## config.mk

```make
export PLATFORM = sky130hd
export DESIGN_NAME = uart_duplex_param
export DESIGN_NICKNAME = d
export VERILOG_FILES = /design/src/rtl/uart_duplex_param.sv
export SDC_FILE = /design/constraint.sdc
export NUM_CORES = 1
export LEC_CHECK = 0
export CORE_ASPECT_RATIO = 0.7
export CORE_UTILIZATION = 55
export CTS_BUF_LIST = sky130_fd_sc_hd__clkbuf_8
export DETAILED_ROUTE_END_ITERATION = 8
export PLACE_DENSITY = 0.76
export SLEW_MARGIN = 15
export SYNTH_ARGS = -nofsm -noshare
export SYNTH_HDL_FRONTEND = slang
export SYNTH_SLANG_ARGS = --single-unit
```

## constraint.sdc

```tcl
create_clock -name clock -period 2.2 [get_ports clock]
set_input_delay 0.44 -clock clock [delete_from_list [all_inputs] [get_ports clock]]
set_output_delay 0.44 -clock clock [all_outputs]
set_load 0.02 [all_outputs]
```

## src/rtl/uart_duplex_param.sv

```systemverilog
`default_nettype none
// ============================================================================
// Module : uart_duplex_param
// Brief  : Full-duplex UART with configurable data width, parity and stop
//          bits. TX and RX use valid/ready handshakes. RX has a receive FIFO,
//          sticky error flags and start-bit glitch rejection. Bit timing
//          advances only on the external oversample tick (enable_uart).
// Rev    : 1.0 - initial release
// ============================================================================
module uart_duplex_param #(
  parameter int DATA_BITS     = 8,
  parameter int PARITY        = 0,
  parameter int STOP_BITS     = 1,
  parameter int OVERSAMPLE    = 16,
  parameter int RX_FIFO_DEPTH = 4
) (
  input  logic                 clock,
  input  logic                 reset_uart,
  input  logic                 enable_uart,
  input  logic                 enable_tx,
  input  logic [DATA_BITS-1:0] tx_data,
  input  logic                 tx_valid,
  output logic                 tx_ready,
  output logic                 txd,
  output logic                 tx_indicator,
  input  logic                 enable_rx,
  input  logic                 rxd,
  output logic [DATA_BITS-1:0] rx_data,
  output logic                 rx_valid,
  input  logic                 rx_ready,
  output logic                 rx_parity_err,
  output logic                 rx_frame_err,
  output logic                 rx_overflow,
  input  logic                 err_clear,
  output logic                 rx_indicator
);

  localparam int              c_cw        = $clog2(OVERSAMPLE);
  localparam int              c_aw        = $clog2(RX_FIFO_DEPTH);
  localparam logic [c_cw-1:0] c_tick_last = c_cw'(OVERSAMPLE - 1);
  localparam logic [c_cw-1:0] c_tick_mid  = c_cw'(OVERSAMPLE / 2 - 1);
  localparam logic [c_cw-1:0] c_tick_one  = c_cw'(1);
  localparam logic [3:0]      c_data_last = 4'(DATA_BITS - 1);
  localparam logic [3:0]      c_stop_last = 4'(STOP_BITS - 1);

  typedef enum logic [2:0] {
    ST_IDLE   = 3'd0,
    ST_START  = 3'd1,
    ST_DATA   = 3'd2,
    ST_PARITY = 3'd3,
    ST_STOP   = 3'd4
  } state_t;

  // ---------------------------------------------------------------- TX side
  state_t                 tx_state_q, tx_state_d;
  logic [c_cw-1:0]        tx_cnt_q, tx_cnt_d;
  logic [3:0]             tx_bit_q, tx_bit_d;
  logic [DATA_BITS-1:0]   tx_shift_q, tx_shift_d;
  logic                   tx_par_q, tx_par_d;

  // Ready is held low while reset is asserted so no word is accepted then.
  assign tx_ready     = (tx_state_q == ST_IDLE) && enable_tx && !reset_uart;
  assign tx_indicator = (tx_state_q != ST_IDLE) || txd;

  // TX next state: accept a word in IDLE, otherwise step bits on each tick.
  always_comb begin
    tx_state_d = tx_state_q;
    tx_cnt_d   = tx_cnt_q;
    tx_bit_d   = tx_bit_q;
    tx_shift_d = tx_shift_q;
    tx_par_d   = tx_par_q;
    if (tx_state_q == ST_IDLE) begin
      if (tx_valid && tx_ready) begin
        tx_state_d = ST_START;
        tx_shift_d = tx_data;
        tx_par_d   = (PARITY == 1) ? ~^tx_data : ^tx_data;
        tx_cnt_d   = '0;
        tx_bit_d   = '0;
      end
    end else if (enable_uart) begin
      tx_cnt_d = tx_cnt_q + c_tick_one;
      if (tx_cnt_q == c_tick_last) begin
        tx_cnt_d = '0;
        case (tx_state_q)
          ST_START: tx_state_d = ST_DATA;
          ST_DATA: begin
            tx_shift_d = tx_shift_q >> 1;
            tx_bit_d   = tx_bit_q + 4'd1;
            if (tx_bit_q == c_data_last) begin
              tx_bit_d   = '0;
              tx_state_d = (PARITY != 0) ? ST_PARITY : ST_STOP;
            end
          end
          ST_PARITY: tx_state_d = ST_STOP;
          ST_STOP: begin
            tx_bit_d = tx_bit_q + 4'd1;
            if (tx_bit_q == c_stop_last) tx_state_d = ST_IDLE;
          end
          default: tx_state_d = ST_IDLE;
        endcase
      end
    end
  end

  // Serial line level for the current TX state (idle/stop are high).
  always_comb begin
    txd = 1'b1;
    case (tx_state_q)
      ST_START:  txd = 1'b0;
      ST_DATA:   txd = tx_shift_q[0];
      ST_PARITY: txd = tx_par_q;
      default:   txd = 1'b1;
    endcase
  end

  // TX registers.
  always_ff @(posedge clock) begin
    if (reset_uart) begin
      tx_state_q <= ST_IDLE;
      tx_cnt_q   <= '0;
      tx_bit_q   <= '0;
      tx_shift_q <= '0;
      tx_par_q   <= 1'b0;
    end else begin
      tx_state_q <= tx_state_d;
      tx_cnt_q   <= tx_cnt_d;
      tx_bit_q   <= tx_bit_d;
      tx_shift_q <= tx_shift_d;
      tx_par_q   <= tx_par_d;
    end
  end

  // ---------------------------------------------------------------- RX side
  logic                   rxd_meta_q, rxd_sync_q, rxd_prev_q;
  state_t                 rx_state_q, rx_state_d;
  logic [c_cw-1:0]        rx_cnt_q, rx_cnt_d;
  logic [3:0]             rx_bit_q, rx_bit_d;
  logic [DATA_BITS-1:0]   rx_shift_q, rx_shift_d;
  logic                   rx_perr_q, rx_perr_d;
  logic                   w_fall, w_push_req, w_frame_set, w_rx_par_exp;

  assign w_fall       = rxd_prev_q && !rxd_sync_q;
  assign w_rx_par_exp = (PARITY == 1) ? ~^rx_shift_q : ^rx_shift_q;
  assign rx_indicator = (rx_state_q != ST_IDLE) || rxd_sync_q;

  // RX next state: mid-bit sampling; stop sample decides push or frame error.
  always_comb begin
    rx_state_d  = rx_state_q;
    rx_cnt_d    = rx_cnt_q;
    rx_bit_d    = rx_bit_q;
    rx_shift_d  = rx_shift_q;
    rx_perr_d   = rx_perr_q;
    w_push_req  = 1'b0;
    w_frame_set = 1'b0;
    if (!enable_rx) begin
      rx_state_d = ST_IDLE;
    end else if (rx_state_q == ST_IDLE) begin
      if (w_fall) begin
        rx_state_d = ST_START;
        rx_cnt_d   = '0;
        rx_bit_d   = '0;
        rx_perr_d  = 1'b0;
      end
    end else if (enable_uart) begin
      rx_cnt_d = rx_cnt_q + c_tick_one;
      case (rx_state_q)
        ST_START: if (rx_cnt_q == c_tick_mid) begin
          rx_cnt_d   = '0;
          rx_state_d = rxd_sync_q ? ST_IDLE : ST_DATA;
        end
        ST_DATA: if (rx_cnt_q == c_tick_last) begin
          rx_cnt_d   = '0;
          rx_shift_d = {rxd_sync_q, rx_shift_q[DATA_BITS-1:1]};
          rx_bit_d   = rx_bit_q + 4'd1;
          if (rx_bit_q == c_data_last) begin
            rx_state_d = (PARITY != 0) ? ST_PARITY : ST_STOP;
          end
        end
        ST_PARITY: if (rx_cnt_q == c_tick_last) begin
          rx_cnt_d   = '0;
          rx_perr_d  = (rxd_sync_q != w_rx_par_exp);
          rx_state_d = ST_STOP;
        end
        ST_STOP: if (rx_cnt_q == c_tick_last) begin
          rx_cnt_d    = '0;
          rx_state_d  = ST_IDLE;
          w_push_req  = rxd_sync_q;
          w_frame_set = !rxd_sync_q;
        end
        default: rx_state_d = ST_IDLE;
      endcase
    end
  end

  // RX registers, including the two-flop synchronizer and edge history.
  always_ff @(posedge clock) begin
    if (reset_uart) begin
      rxd_meta_q <= 1'b1;
      rxd_sync_q <= 1'b1;
      rxd_prev_q <= 1'b1;
      rx_state_q <= ST_IDLE;
      rx_cnt_q   <= '0;
      rx_bit_q   <= '0;
      rx_shift_q <= '0;
      rx_perr_q  <= 1'b0;
    end else begin
      rxd_meta_q <= rxd;
      rxd_sync_q <= rxd_meta_q;
      rxd_prev_q <= rxd_sync_q;
      rx_state_q <= rx_state_d;
      rx_cnt_q   <= rx_cnt_d;
      rx_bit_q   <= rx_bit_d;
      rx_shift_q <= rx_shift_d;
      rx_perr_q  <= rx_perr_d;
    end
  end

  // -------------------------------------------------------- FIFO and flags
  logic [c_aw:0]          wr_ptr_q, wr_ptr_d, rd_ptr_q, rd_ptr_d;
  logic [DATA_BITS-1:0]   mem_q [RX_FIFO_DEPTH];
  logic [DATA_BITS-1:0]   mem_d [RX_FIFO_DEPTH];
  logic                   par_err_q, par_err_d, frame_err_q, frame_err_d;
  logic                   ovf_q, ovf_d;
  logic                   w_full, w_pop, w_push;

  assign w_full   = (wr_ptr_q[c_aw-1:0] == rd_ptr_q[c_aw-1:0]) &&
                    (wr_ptr_q[c_aw] != rd_ptr_q[c_aw]);
  assign rx_valid = (wr_ptr_q != rd_ptr_q);
  assign w_pop    = rx_valid && rx_ready;
  // A pop in the same cycle frees the slot, so a full FIFO still accepts.
  assign w_push   = w_push_req && (!w_full || w_pop);
  assign rx_data  = mem_q[rd_ptr_q[c_aw-1:0]];

  assign rx_parity_err = par_err_q;
  assign rx_frame_err  = frame_err_q;
  assign rx_overflow   = ovf_q;

  // FIFO pointer/storage update and sticky flags (clear beats set).
  always_comb begin
    mem_d    = mem_q;
    wr_ptr_d = wr_ptr_q;
    rd_ptr_d = rd_ptr_q;
    if (w_push) begin
      mem_d[wr_ptr_q[c_aw-1:0]] = rx_shift_q;
      wr_ptr_d = wr_ptr_q + 1'b1;
    end
    if (w_pop) rd_ptr_d = rd_ptr_q + 1'b1;
    par_err_d   = err_clear ? 1'b0 : (par_err_q || (w_push_req && rx_perr_q));
    frame_err_d = err_clear ? 1'b0 : (frame_err_q || w_frame_set);
    ovf_d       = err_clear ? 1'b0 : (ovf_q || (w_push_req && w_full && !w_pop));
  end

  // FIFO and flag registers; reset flushes storage so rx_data reads zero.
  always_ff @(posedge clock) begin
    if (reset_uart) begin
      for (int i = 0; i < RX_FIFO_DEPTH; i++) mem_q[i] <= '0;
      wr_ptr_q    <= '0;
      rd_ptr_q    <= '0;
      par_err_q   <= 1'b0;
      frame_err_q <= 1'b0;
      ovf_q       <= 1'b0;
    end else begin
      mem_q       <= mem_d;
      wr_ptr_q    <= wr_ptr_d;
      rd_ptr_q    <= rd_ptr_d;
      par_err_q   <= par_err_d;
      frame_err_q <= frame_err_d;
      ovf_q       <= ovf_d;
    end
  end

endmodule
`default_nettype wire

```

==> flow_metrics.tcl, run 1 <==
set metrics [dict create \
    status "complete, no violations" \
    grt_max_degree 52 \
    clk_latency_ns 0.35 \
    final_core_util 0.655 \
    finalHoldViolCount 0 \
    preCtsSetupSlack_ns -0.141 \
    drt-total-wl_um 8680 \
    mostFrequentLayoutCells "dfxtp_1 (82), nor2_1 (72), mux2i_1 (43)" \
    fin_worst_skew_ns 0.00793 \
    drtIter0Drc 225 \
    drv_cap 0 \
    cts_sinks 84 \
    fmax_mhz 473 \
    synth_warnings 0 \
    postSynthAreaPerCell_um2 9.58 \
    design.core.area_mm2 0.00748 \
    firstDrtPassIters 4 \
    h-tree-depth 3 \
    gp_congestion 0.799 \
    worstMarginPinSlew_ns 0.515 \
    nets 510 \
    power.net_switching_mw 0.661 \
    grt_overflow 0 \
    die_x_um 108 \
    power_frac_clock 0.383 \
    hpwlAfterDp_um 6060 \
    setup_viol 0 \
    min_period_over_period 0.962 \
    finalMaxSlewViolations 0 \
    nFillCells 611 \
    worstSetupEndpointType "output pin" \
    synth-edff-count 0 \
    synth_nets 481 \
    intPower_mw 2.22 \
    area_growth_pct 12.6 \
    ctsRootBufferMaster "clkbuf_8" \
    ioPinCount 33 \
    port-buffer-count 31 \
    dieHeight_um 76.4 \
    seqPwrFrac 0.537 \
    grtUsageTotal 0.221 \
    rows 26 \
    grt_pass1_wl_um 14400 \
    crit_arrival_ns 1.68 \
    drive_gt1_frac 0.156 \
    cts.path.max_buffers 2 \
    period_needed_ns 2.12 \
    synth_cell_types 63 \
    die-area_mm2 0.00828 \
    rsz0062_at_grt "false" \
    vdd_drop_max_v 0.000430 \
    vias 3250 \
    grt_pass1_vias 3014 \
    cp.required_ns 1.76 \
    critPathMaxFanout 11 \
    combPwrFrac 0.080 \
    cts_tree "built" \
    path_clk_slew_ns 0.08 \
    cts_buffers 9 \
    initial_core_util 0.581 \
    final_common_cell "dfxtp_1" \
    hold_path.class "flip-flop to flip-flop" \
    post-cts-setup-buffer-count 0 \
    synth_area_mm2 0.00435 \
    whs_ns 0.416 \
    async_reset_ff_frac 0 \
    p_per_area_mw_per_mm2 588 \
    antenna_left 0 \
    ys_seq_area_frac 0.387 \
    leakage_nw 1.86 \
    worst_slack_ns 0.0838 \
    critPathKind "flip-flop to output pin" \
    antenna_found_initial 0 \
    viasPerCell 5.56 \
    switching_share 0.229 \
    wl_per_cell_um 14.8 \
    synth_ff_type "dfxtp_1" \
    synth_seq_cells 84 \
    maxSlewHeadroom 0.657 \
    antenna_cells 0 \
    drc 0 \
    syn_inst 454 \
    critPathLaunchType "flip-flop" \
]
-- power groups by stage --
stage	Sequential (mW)	Clock, mW	Combinational [mW]
6_report	1.55	1.10	0.232
5_1_grt	1.55	1.19	0.254
4_1_cts	1.55	1.13	0.232
3_5_place_dp	1.58	0	0.233
3_3_place_gp	1.58	0	0.229
2_1_floorplan	1.58	0	0.152
-- per-layer routing --
layer / track usage / up-vias / share of wire
met3: 0.0616 / 6 / 0.036
met4: 0.0541 / 0 / 0.0075
met2: 0.336 / 52 / 0.46
met5: 0 / - / 0
met1: 0.310 / 1551 / 0.49
li1: - / 1641 / -
-- logic make-up (layout without fill, tap and decap cells) --
family,after synthesis,after routing,synth area share
AND/OR/NAND/NOR,177,177,0.219
adder cells (fa/ha/maj),11,11,0.0311
buffers and inverters,44,77,0.0647
flip-flops,84,84,0.387
other,1,1,0.000862
multiplexers,53,53,0.152
AO/OA/AOI/OAI,60,60,0.0935
XOR/XNOR,24,24,0.0515
-- registers in the layout, indices dropped and copies added, names as in the netlist, 3 cells and up --
register,cells
rx_cnt_q,4
wr_ptr_q,3
tx_bit_q,4
rx_state_q,3
rd_ptr_q,3
rx_bit_q,4
rx_shift_q,8
tx_cnt_q,4
tx_shift_q,8
mem_q,32
tx_state_q,3
-- timing repair --
action	in CTS	in global routing
resized for setup	19	11
pin swaps	0	1
hold buffers	0	0
hold endpoints to repair	0	0
setup endpoints to repair	12	9
-- worst max-delay path, cell delays in order, from the launching register on --
cell             delay (ns)
dfxtp_1                0.36
buf_12                 0.16
mux4_2                 0.50
clkdlybuf4s15_1        0.30
-- metrics by stage --
stage	total power, mW	area (um2)	TNS, ns	cells
global placement	1.81	4730	-0.00317	570
floorplan	1.73	4350	0	454
finish	2.88	4900	0	585
global route	3.00	4900	0	585
CTS	2.91	4930	0	585
detailed placement	1.82	4730	-1.13	570
-- cell usage after synthesis, types with 6 or more instances --
library cell / count / area share
clkbuf_1: 11 / 0.0095
buf_6: 11 / 0.028
nand2_1: 32 / 0.028
xor2_1: 7 / 0.014
or3_1: 6 / 0.0086
mux2i_1: 43 / 0.099
mux4_1: 6 / 0.036
o21ai_0: 6 / 0.0069
nand3_1: 9 / 0.010
buf_2: 10 / 0.012
inv_1: 6 / 0.0052
nand3b_1: 7 / 0.012
xnor2_1: 16 / 0.032
dfxtp_1: 84 / 0.39
ha_1: 10 / 0.029
a21oi_1: 22 / 0.025
nor2_1: 72 / 0.062
nand2b_1: 7 / 0.010
nor3_1: 8 / 0.0092
-- layout make-up --
type | instances | area [um2] | area share
flip-flops and latches | 84 | 1680 | 0.344
multi-input cells | 326 | 2380 | 0.486
clock inverters | 4 | 50.0 | 0.0102
well taps | 98 | 123 | 0.0250
clock buffers | 11 | 151 | 0.0309
repair buffers | 56 | 485 | 0.0991
inverters | 6 | 22.5 | 0.00460
-- worst paths after layout --
path                            slack, ns         from  cells after the start          to
worst max register to register       0.16  rx_cnt_q[0]                      7    mem_q[4]
worst min-delay path                 0.42   rxd_meta_q                      1  rxd_sync_q
worst max-delay path                 0.08  rd_ptr_q[0]                      3  rx_data[3]
worst min register to register       0.42   rxd_meta_q                      1  rxd_sync_q
Power figures use the tool's default switching activity.
==> run 2: changes to the inputs <==
--- a/config.mk
+++ b/config.mk
@@ -6,10 +6,9 @@
 export NUM_CORES = 1
 export LEC_CHECK = 0
 export CORE_ASPECT_RATIO = 0.7
-export CORE_UTILIZATION = 55
+export CORE_UTILIZATION = 40
 export CTS_BUF_LIST = sky130_fd_sc_hd__clkbuf_8
 export DETAILED_ROUTE_END_ITERATION = 8
-export PLACE_DENSITY = 0.76
 export SLEW_MARGIN = 15
 export SYNTH_ARGS = -nofsm -noshare
 export SYNTH_HDL_FRONTEND = slang
==> flow_metrics.tcl, run 2 (synthesis gave the netlist of run 1 again) <==
set metrics [dict create \
    status "complete, no violations" \
    multi_input_area_mm2 0.00239 \
    use_met3 0.0449 \
    grt-busiest-layer "met2" \
    path_clk_slew_ns 0.09 \
    power.net_switching_mw 0.748 \
    path_cells "buf_12, mux4_1, clkdlybuf4s15_2" \
    largest_reg_flops 32 \
    rsz0062_at_grt "false" \
    critPathBufInv 2 \
    cts.path.max_buffers 2 \
    drv_cap 0 \
    dieHeight_um 89.3 \
    ctsRootBufferMaster "clkbuf_8" \
    min_period_over_period 0.970 \
    whs_ns 0.423 \
    antenna_left 0 \
    worstMarginPinSlew_ns 0.716 \
    crit_arrival_ns 1.70 \
    grtUsageMet2 0.250 \
    viasPerCell 5.15 \
    initial_core_util 0.415 \
    p_per_area_mw_per_mm2 567 \
    mostFrequentLayoutCells "dfxtp_1 (80), nor2_1 (72), mux2i_1 (43)" \
    fmax_mhz 468 \
    setup_viol 0 \
    drtIter0Drc 170 \
    maxSlewHeadroom 0.523 \
    critPathSlowestCell "mux4_1" \
    drt-total-wl_um 8620 \
    grt_pass1_vias 2925 \
    seqPwrFrac 0.550 \
    die-area_mm2 0.0113 \
    crit_family "multiplexers" \
    power_frac_clock 0.368 \
    nets 514 \
    area_growth_pct 14.3 \
    combPwrFrac 0.082 \
    ioPinCount 33 \
    die_x_um 127 \
    ctsHoldBuffers 0 \
    vias 3216 \
    gr-usage-met1 0.226 \
    clk_latency_ns 0.37 \
    post-cts-setup-buffer-count 0 \
    period_needed_ns 2.14 \
    grtUsageTotal 0.164 \
    antenna_cells 0 \
    cts_buffers 9 \
    antenna_found_initial 0 \
    critPathKind "flip-flop to output pin" \
    leakage_nw 1.87 \
    port-buffer-count 31 \
    power_mw 2.82 \
    firstDrtPassIters 4 \
    grt_max_degree 69 \
    nFillCells 976 \
    hold_path.class "flip-flop to flip-flop" \
    critPathMaxFanout 8 \
    switching_share 0.266 \
    drc 0 \
    gp_congestion 0.787 \
    top_register "mem_q" \
    critPathLaunchType "flip-flop" \
    slowest_delay_ns 0.56 \
    grt_pass1_wl_um 14400 \
    seqCellArea_mm2 0.00169 \
    wl_per_cell_um 13.8 \
    worstSetupEndpointType "output pin" \
    grt_overflow 0 \
    finalHoldViolCount 0 \
    drive_gt1_frac 0.167 \
    cts_tree "built" \
    cts_sinks 84 \
    intPower_mw 2.07 \
    final_common_cell "dfxtp_1" \
    fin_worst_skew_ns 0.0120 \
    design.core.area_mm2 0.0105 \
    cp.required_ns 1.76 \
    top_regs "mem_q: 32 flops, rx_shift_q: 8 flops, tx_shift_q: 8 flops" \
    finalMaxSlewViolations 0 \
    tns_ns 0 \
    hpwlAfterDp_um 5890 \
    h-tree-depth 3 \
    rows 31 \
    vdd_drop_max_v 0.000316 \
]
[run 2: changes by cell type in the layout (fill, tap and decap cells not counted), sizes merged]
cell,delta
clkbuf,-5
inv,+2
bufinv,-1
buf,+5
clkdlybuf4s15,+2
clkinvlp,+1
clkinv,+1
[run 2: repair_timing]
action | in CTS | in global routing
resized for setup | 24 | 7
setup endpoints to repair | 12 | 6
endpoints found under the hold margin | 0 | 0
pin swaps | 1 | 0
[run 2: power groups by stage]
| stage | Clock [mW] | Combinational (mW) | Sequential (mW) |
|---|---|---|---|
| after floorplan | 0 | 0.152 | 1.58 |
| after global placement | 0 | 0.234 | 1.58 |
| after detailed placement | 0 | 0.235 | 1.58 |
| after CTS | 1.08 | 0.234 | 1.55 |
| after global routing | 1.14 | 0.255 | 1.55 |
| final | 1.04 | 0.231 | 1.55 |
[run 2: path summary, 6_finish.rpt]
check,endpoint,start,slack [ns],depth (start not counted)
setup / recovery,rx_data[7],rd_ptr_q[0],0.06,3
hold / removal,rxd_sync_q,rxd_meta_q,0.42,1
setup reg to reg,mem_q[3],rx_cnt_q[0],0.24,7
hold reg to reg,rxd_sync_q,rxd_meta_q,0.42,1
[run 2: area by class of cell]
class / instances / share of cell area
timing repair buffer: 60 / 0.106
clock buffer: 9 / 0.0249
multi-input combinational: 326 / 0.480
sequential: 84 / 0.339
clock inverter: 7 / 0.0118
inverter: 6 / 0.00453
tap: 132 / 0.0332
[run 2: metrics by stage]
step	std cells	util	cell area, um2	setup WS [ns]
2_1_floorplan	454	-	4350	0.239
3_3_place_gp	608	0.459	4800	-0.138
3_5_place_dp	608	0.459	4800	-0.137
4_1_cts	624	0.476	4980	0.00274
5_1_grt	624	0.475	4970	0.00110
6_report	624	0.475	4970	0.0649
[run 2: routing by layer]
layer / up-vias / wire [um]
li1: 1652 / -
met1: 1512 / 4580
met2: 42 / 3620
met3: 10 / 307
met4: 0 / 114
met5: - / 0
